`src/rtl/fp_add_arbiter.sv`:
```
// Round-robin arbiter sharing one floating-point adder between NUM_REQ requesters.
// Only one operation is in flight. The winner's operands are registered onto the adder
// inputs and held for ADD_LAT cycles. The adder result is then returned with the
// requester id on a valid/ready response port.
module fp_add_arbiter #(
    parameter int unsigned NUM_REQ = 4,
    parameter int unsigned WIDTH   = 32,
    parameter int unsigned ADD_LAT = 1,
    localparam int unsigned ID_W   = $clog2(NUM_REQ)
) (
    input  logic                     clk,
    input  logic                     rst_n,
    input  logic [NUM_REQ-1:0]       req_valid,
    output logic [NUM_REQ-1:0]       req_ready,
    input  logic [NUM_REQ*WIDTH-1:0] req_a,
    input  logic [NUM_REQ*WIDTH-1:0] req_b,
    output logic [WIDTH-1:0]         add_a,
    output logic [WIDTH-1:0]         add_b,
    input  logic [WIDTH-1:0]         add_result,
    output logic                     rsp_valid,
    input  logic                     rsp_ready,
    output logic [WIDTH-1:0]         rsp_data,
    output logic [ID_W-1:0]          rsp_id,
    output logic                     busy
);

    // ADD_LAT is at most 15, so four bits always hold the countdown.
    localparam int unsigned CntW    = 4;
    localparam logic [CntW-1:0] LatInit = CntW'(ADD_LAT - 1);

    typedef enum logic [1:0] {StIdle, StExec, StResp} state_e;

    state_e            state_q;
    logic [ID_W-1:0]   rr_ptr_q;
    logic [CntW-1:0]   lat_cnt_q;
    logic [WIDTH-1:0]  add_a_q;
    logic [WIDTH-1:0]  add_b_q;
    logic [WIDTH-1:0]  rsp_data_q;
    logic [ID_W-1:0]   rsp_id_q;
    logic              rsp_valid_q;

    logic              grant_found;
    logic [ID_W-1:0]   grant_idx;
    logic [ID_W-1:0]   grant_next_ptr;
    logic [WIDTH-1:0]  win_a;
    logic [WIDTH-1:0]  win_b;
    int unsigned       cand;

    // Search requesters from rr_ptr upward with wrap; the first valid one wins.
    always_comb begin
        grant_found = 1'b0;
        grant_idx   = '0;
        cand        = 0;
        for (int unsigned i = 0; i < NUM_REQ; i++) begin
            cand = (32'(rr_ptr_q) + i) % NUM_REQ;
            if (!grant_found && req_valid[cand]) begin
                grant_found = 1'b1;
                grant_idx   = ID_W'(cand);
            end
        end
    end

    // Winner's operands and the pointer value that follows it.
    always_comb begin
        win_a          = req_a[grant_idx*WIDTH +: WIDTH];
        win_b          = req_b[grant_idx*WIDTH +: WIDTH];
        grant_next_ptr = (grant_idx == ID_W'(NUM_REQ - 1)) ? '0 : grant_idx + 1'b1;
    end

    // One-hot accept, only while idle; forced low during reset so every output reads 0.
    always_comb begin
        req_ready = '0;
        if (rst_n && (state_q == StIdle) && grant_found) begin
            req_ready[grant_idx] = 1'b1;
        end
    end

    // Control FSM with registered operand, response and id outputs.
    always_ff @(posedge clk or negedge rst_n) begin
        if (!rst_n) begin
            state_q     <= StIdle;
            rr_ptr_q    <= '0;
            lat_cnt_q   <= '0;
            add_a_q     <= '0;
            add_b_q     <= '0;
            rsp_data_q  <= '0;
            rsp_id_q    <= '0;
            rsp_valid_q <= 1'b0;
        end else begin
            case (state_q)
                StIdle: begin
                    if (grant_found) begin
                        add_a_q   <= win_a;
                        add_b_q   <= win_b;
                        rsp_id_q  <= grant_idx;
                        rr_ptr_q  <= grant_next_ptr;
                        lat_cnt_q <= LatInit;
                        state_q   <= StExec;
                    end
                end
                StExec: begin
                    if (lat_cnt_q != '0) begin
                        lat_cnt_q <= lat_cnt_q - 1'b1;
                    end else begin
                        rsp_data_q  <= add_result;
                        rsp_valid_q <= 1'b1;
                        state_q     <= StResp;
                    end
                end
                StResp: begin
                    // Return to idle only; the next grant is decided there a cycle later.
                    if (rsp_ready) begin
                        rsp_valid_q <= 1'b0;
                        state_q     <= StIdle;
                    end
                end
                default: begin
                    state_q <= StIdle;
                end
            endcase
        end
    end

    // Drive ports from the registered state.
    always_comb begin
        add_a     = add_a_q;
        add_b     = add_b_q;
        rsp_data  = rsp_data_q;
        rsp_id    = rsp_id_q;
        rsp_valid = rsp_valid_q;
        busy      = (state_q != StIdle);
    end

endmodule

```
`config.mk`:
```
export PLATFORM = sky130hd
export DESIGN_NAME = fp_add_arbiter
export DESIGN_NICKNAME = d
export VERILOG_FILES = /design/src/rtl/fp_add_arbiter.sv
export SDC_FILE = /design/constraint.sdc
export NUM_CORES = 1
export LEC_CHECK = 0
export CORE_AREA = 10 10 147 149
export DETAILED_ROUTE_END_ITERATION = 7
export DIE_AREA = 0 0 157 159
export MAX_ROUTING_LAYER = met4
export PLACE_DENSITY = 0.71
export SYNTH_ARGS = -nofsm -noshare
export SYNTH_HDL_FRONTEND = slang
export SYNTH_SLANG_ARGS = --single-unit
```
`constraint.sdc`:
```
create_clock -name clk -period 4.17 [get_ports clk]
set_input_delay 0.834 -clock clk [delete_from_list [all_inputs] [get_ports clk]]
set_output_delay 0.834 -clock clk [all_outputs]
set_load 0.05 [all_outputs]
```
Yosys cells after proc, flatten, opt, wreduce, memory -nomap -nowiden
Cells that the tools add are included.
{ "word_totals": {"reg_bits": 107, "input_bits": 295, "output_inout_bits": 104, "wordCells": 78} }
{ "op_classes": {"n_addsub": 5, "magnitude_cmp": 6, "n_eq_ne": 7, "n_shift": 2, "muxes": 30, "bitwise": 1, "n_reduce_logical": 19} }
{ "ops": {"columns": ["cell", "count"], "rows": [
  ["$shiftx 128x8->32", 2],
  ["$mux 2", 8],
  ["$lt 2x3->1 const B", 5],
  ["$mux 4", 3],
  ["$mux 1", 11],
  ["$reduce_and 3->1", 3],
  ["$bmux 1 s2", 4],
  ["$ne 2x2->1 const B", 4],
  ["$pmux 4 s2", 1],
  ["$logic_and 1x1->1", 6],
  ["$pmux 2 s3", 1],
  ["$reduce_bool 2->1", 3],
  ["$add 2x1->2 const B", 2],
  ["$add 2x2->2 const B", 2],
  ["$eq 2x2->1 const B", 2],
  ["$reduce_and 2->1", 2],
  ["$reduce_bool 4->1", 1],
  ["$sub 4x1->4 const B", 1],
  ["$logic_not 1->1", 3],
  ["$demux 1 s2", 1],
  ["$eq 2x1->1 const B", 1],
  ["$ge 2x1->1 const B", 1],
  ["$logic_not 2->1", 1],
  ["$pmux 1 s2", 1],
  ["$not 1->1", 1]
]} }

Longest topological paths before layout
{ "logic_depth": {"word_depth": 17, "mapped_depth": 9, "depth_no_buf": 7} }

Least setup slack after synthesis
OpenSTA, ideal clock, no wires.
{ "synth_timing": {"path_type": "input port to output port", "from": "input port req_valid[3]", "to": "output port req_ready[3]", "arrival_time_ns": 2.406, "required_time_ns": 3.336, "path_slack_ns": 0.930, "stages": 8, "n_path_buf": 3, "path_cell_list": "buf_2 -> nand2_1 -> and3_1 -> a211oi_4 -> buf_6 -> buf_6 -> ha_1 -> and3_1"} }
{ "synth_via": {"elab_chain_len": 17, "elab_cells_between_ends": 29, "classes_between": "order compare: 2; mux: 19; reduce/logical: 8"} }
{ "synth_rtl": {"columns": ["element", "line_no", "text"], "rows": [
  ["start: declaration", "13", "input logic [NUM_REQ-1:0] req_valid,"],
  ["$bmux 1 s2", "56", "if (!grant_found && req_valid[cand]) begin"],
  ["$mux 1 (not written as such)", "56", null],
  ["$mux 1", "56", null],
  ["$logic_not 1->1", "56", null],
  ["$logic_and 1x1->1", "56", null],
  ["$mux 1", "56", null],
  ["$logic_not 1->1", "56", null],
  ["$logic_and 1x1->1", "56", null],
  ["$mux 1", "56", null],
  ["$logic_not 1->1", "56", null],
  ["$logic_and 1x1->1", "56", null],
  ["$mux 2", "56", null],
  ["$lt 2x3->1 (not written as such) or $ge 2x1->1 (tied branches)", "74", "req_ready[grant_idx] = 1'b1;"],
  ["$logic_and 1x1->1 (not written as such)", "74", null],
  ["$mux 1 (not written as such)", "74", null],
  ["$demux 1 s2", "74", null],
  ["$mux 4 *", "73", "if (rst_n && (state_q == StIdle) && grant_found) begin"],
  ["end: declaration", "14", "output logic [NUM_REQ-1:0] req_ready,"]
]} }
Every way passes the cells marked *; elsewhere a longest branch is shown, timed or not. The select of a mux whose other input is x is not followed.

Worst setup path in the final report
Same ends and word-level chain as after synthesis.

==> key figures <==
Cells and area
  – Nets: 1181
  – Fillcell total: 1706
  – Synth-to-Final Area Change: 81.58%
  – Layout cells sized above 1: 8.446%
  – Footprint of the multi-input gates: 0.002585 mm²
  – Register area: 0.002678 mm²
  – Final instance area: 0.01001 mm²

GRT
  – Largest net degree at the start of global routing: 65
  – Vias in the first global route: 6012
  – Initial antenna violation count: 2
  – Gr usage total: 19.85%
  – GR met3 Demand/Resource: 5.046%
  – Most Crowded Layer GR: met2
  – M2 GR Usage: 34.12%
  – GR Overflow Total: 0
  – First-pass GRT wire length: 37140 µm
  – GRT met1 Usage: 21.93%

Floorplanning
  – # rows: 50
  – Die area: 0.02496 mm²
  – Core area: 0.01858 mm²
  – Top Ports: 399
  – DIE HEIGHT: 159 µm
  – Die X: 157 µm
  – Initial Util: 29.66%

Yosys
  – Avg Cell Area, Syn: 10.78 µm²
  – Flops & latches, synth: 107
  – Synth Cell Area: 0.005510 mm²
  – EDFF count, synth: 0
  – Mapped Cells: 511
  – Post-synthesis sequential area ratio: 48.59%
  – Synthesized Nets: 809
  – Netlist cell types: 32
  – Synth async-reset ratio: 100.0%
  – Primary FF master, synth: dfrtp_1
  – Ys Warns: 0

Clocking
  – Cts repair resizes: 0
  – Clock Pin Slew Worst Setup and Hold Paths: 0.08 ns
  – H-tree depth: 3
  – Clock Sink Count: 107
  – Clk Tree Root Cell: clkbuf_16
  – Num CTS Buffers: 9
  – Clk Latency, worst-skew pair: 0.35 ns
  – Number of post-CTS setup repair buffers: 0
  – CTS tree: done
  – CTS max path bufs: 2
  – Hold_buf cts: 0

Timing
  – TNS Setup: 0 ns
  – Final period utilization: 85.62%
  – Least-Margin Pin Slew: 0.8102 ns
  – Fmax: 280.1 MHz
  – Hold WS: 0.3407 ns
  – Final WS setup: 0.5998 ns
  – Skew final: 0.006736 ns
  – RSZ-0062 raised after global routing: no
  – Max-slew violation count: 0
  – Final Hold Vio Count: 0
  – Rel. slew slack: 45.99%
  – Fin crit period: 3.570 ns
  – Setup violations, final: 0

Power
  – Pwr dens: 829.3 mW/mm²
  – Net Sw Power: 4194 µW
  – IR drop worst, VDD: 0.4872 mV
  – Internal power: 4103 µW
  – Switching Share: 50.55%
  – LEAKAGE: 0.004029 µW
  – Clock power frac: 10.5%
  – Comb pwr share: 66.8%
  – Sequential share of power: 22.7%

Drt
  – Via count: 5774
  – Count of antenna-violating nets left after detailed routing: 0
  – First-iteration detailed-routing DRC count: 286
  – Drt first pass iters: 4
  – DRC viols: 0
  – Routed WL per cell: 22.99 µm
  – Vias per Instance: 5.137
  – Total wire length: 25850 µm

Flow run
  – Max cap viols: 0

Placed design
  – Buffers on Ports: 398
  – DP HPWL: 20130 µm
  – Place WS: 0.5715 ns
  – Post-Place Cell Area: 0.009709 mm²
  – Gpl congestion: 0.8525

Setup path
  – Delay-heaviest family, CP: buffers and inverters
  – CP Data Arrival Time: 2.74 ns
  – Crit path cell chain: clkdlybuf4s50_1 -> o21ai_0 -> a2111oi_2 -> ha_1 -> and3_1 -> buf_12
  – Worst path max stage delay: 0.61 ns
  – Crit-path slowest cell: clkdlybuf4s50_1
  – CP required: 3.34 ns
  – Crit Path Category: primary input to primary output
  – CP endpoint kind: primary output
  – Buf/Inv on CP: 2
  – Startpoint Class: primary input
  – Crit-path max FO: 9

Hold path
  – HP Class: primary input to async pin

Outcome
  – Status: finished, final reports clean
worst paths after layout:
check | start | slack (ns) | cells past startpoint | end
worst max-delay path | req_valid[3] | 0.60 | 6 | req_ready[3]
worst min-delay path | rst_n | 0.34 | 1 | rsp_data[31]
worst max register to register | rr_ptr_q[1] | 1.78 | 6 | add_a[18]
worst min register to register | rsp_id[0] | 0.49 | 2 | rsp_id[0]
max in group asynchronous | rst_n | 2.81 | 2 | add_b[26]
min in group clk | rsp_id[0] | 0.49 | 2 | rsp_id[0]
cell type report:
class | count | area share, %
Antenna cell | 2 | 0.05002
Clock inverter | 7 | 0.6628
Tap cell | 234 | 2.926
Clock buffer | 9 | 2.251
Sequential cell | 107 | 26.76
Multi-Input combinational cell | 348 | 25.83
Inverter | 6 | 0.2251
Timing Repair Buffer | 411 | 41.29
stage by stage:
stage | total power [µW] | instances | utilization, %
detailed placement | 7494 | 1106 | 52.26
CTS | 8389 | 1122 | 53.82
floorplan | 5506 | 511 | -
global route | 8735 | 1124 | 53.85
finish | 8298 | 1124 | 53.85
global placement | 7434 | 1106 | 52.26
power by group through the flow:
stage / Sequential (µW) / Clock, µW / Combinational, µW
floorplan: 3600 / 0 / 1910
global placement: 1880 / 0 / 5550
detailed placement: 1910 / 0 / 5580
CTS: 1890 / 900 / 5600
global route: 1960 / 939 / 5840
finish: 1890 / 868 / 5540
synthesized netlist by cell type (3+ instances only):
cell type | n | share of area, %
mux2_2 | 32 | 6.5
o21ai_0 | 7 | 0.64
buf_1 | 5 | 0.34
nand2b_1 | 3 | 0.34
buf_2 | 13 | 1.2
buf_6 | 4 | 0.82
o22ai_1 | 64 | 7.3
dfrtp_1 | 107 | 49
nor2_1 | 71 | 4.8
and3_1 | 6 | 0.68
a221oi_1 | 64 | 10
clkbuf_1 | 27 | 1.8
nand2_1 | 13 | 0.89
inv_1 | 6 | 0.41
ha_1 | 3 | 0.68
mux2i_1 | 64 | 12
kinds of logic (layout without fill, tap and decap cells):
kind of cell | after synthesis | after routing | synth area share [%]
AOI/OAI and AO/OA | 142 | 142 | 19.37
DFF | 107 | 107 | 48.59
and+or+nand+nor | 105 | 105 | 8.152
muxes | 96 | 96 | 18.17
buffers and inverters | 56 | 433 | 4.723
adders and majority gates | 3 | 3 | 0.6813
xor gates and xnor gates | 2 | 2 | 0.3180
other | 0 | 2 | 0
layer usage:
layer | vias up | routed length, µm
met5 | - | 0
met4 | 0 | 570
met3 | 30 | 2182
met2 | 283 | 13030
met1 | 2756 | 10060
li1 | 2705 | -
cells in the final DEF, fill, tap and decap left out:
master           synthesis  final
xnor2_1                  2      2
inv_6                    0      4
diode_2                  0      2
buf_12                   0      5
o21ai_0                  7      7
clkbuf_16                0      9
inv_8                    0      2
nor2_1                  71     70
o2bb2ai_1                1      1
nor4_1                   2      2
nor3_1                   2      2
ha_1                     3      3
nor3b_1                  2      2
o22ai_1                 64     64
nand3_1                  1      1
clkdlybuf4s50_1          0    393
a21oi_1                  2      2
mux2_2                  32     32
and3_2                   0      1
nor2b_1                  1      1
a311o_2                  0      1
or3b_2                   1      1
o31ai_1                  1      1
nand2_2                  0      1
clkinv_4                 0      1
or2_2                    2      2
inv_1                    6      6
buf_4                    1     13
nor2_4                   0      1
nand2b_1                 3      3
a221oi_1                64     64
a2111oi_2                1      1
a211oi_4                 1      1
and3_1                   6      5
dfrtp_1                107    107
nand2_1                 13     12
mux2i_1                 64     64
nand3b_1                 1      1
state kept, by name, indices dropped and copies added, names as in the netlist:
name / cells
rsp_data: 32
rsp_id: 2
lat_cnt_q: 4
rsp_valid: 1
add_b: 32
rr_ptr_q: 2
state_q: 2
add_a: 32
(Power assumes the default switching activity.)
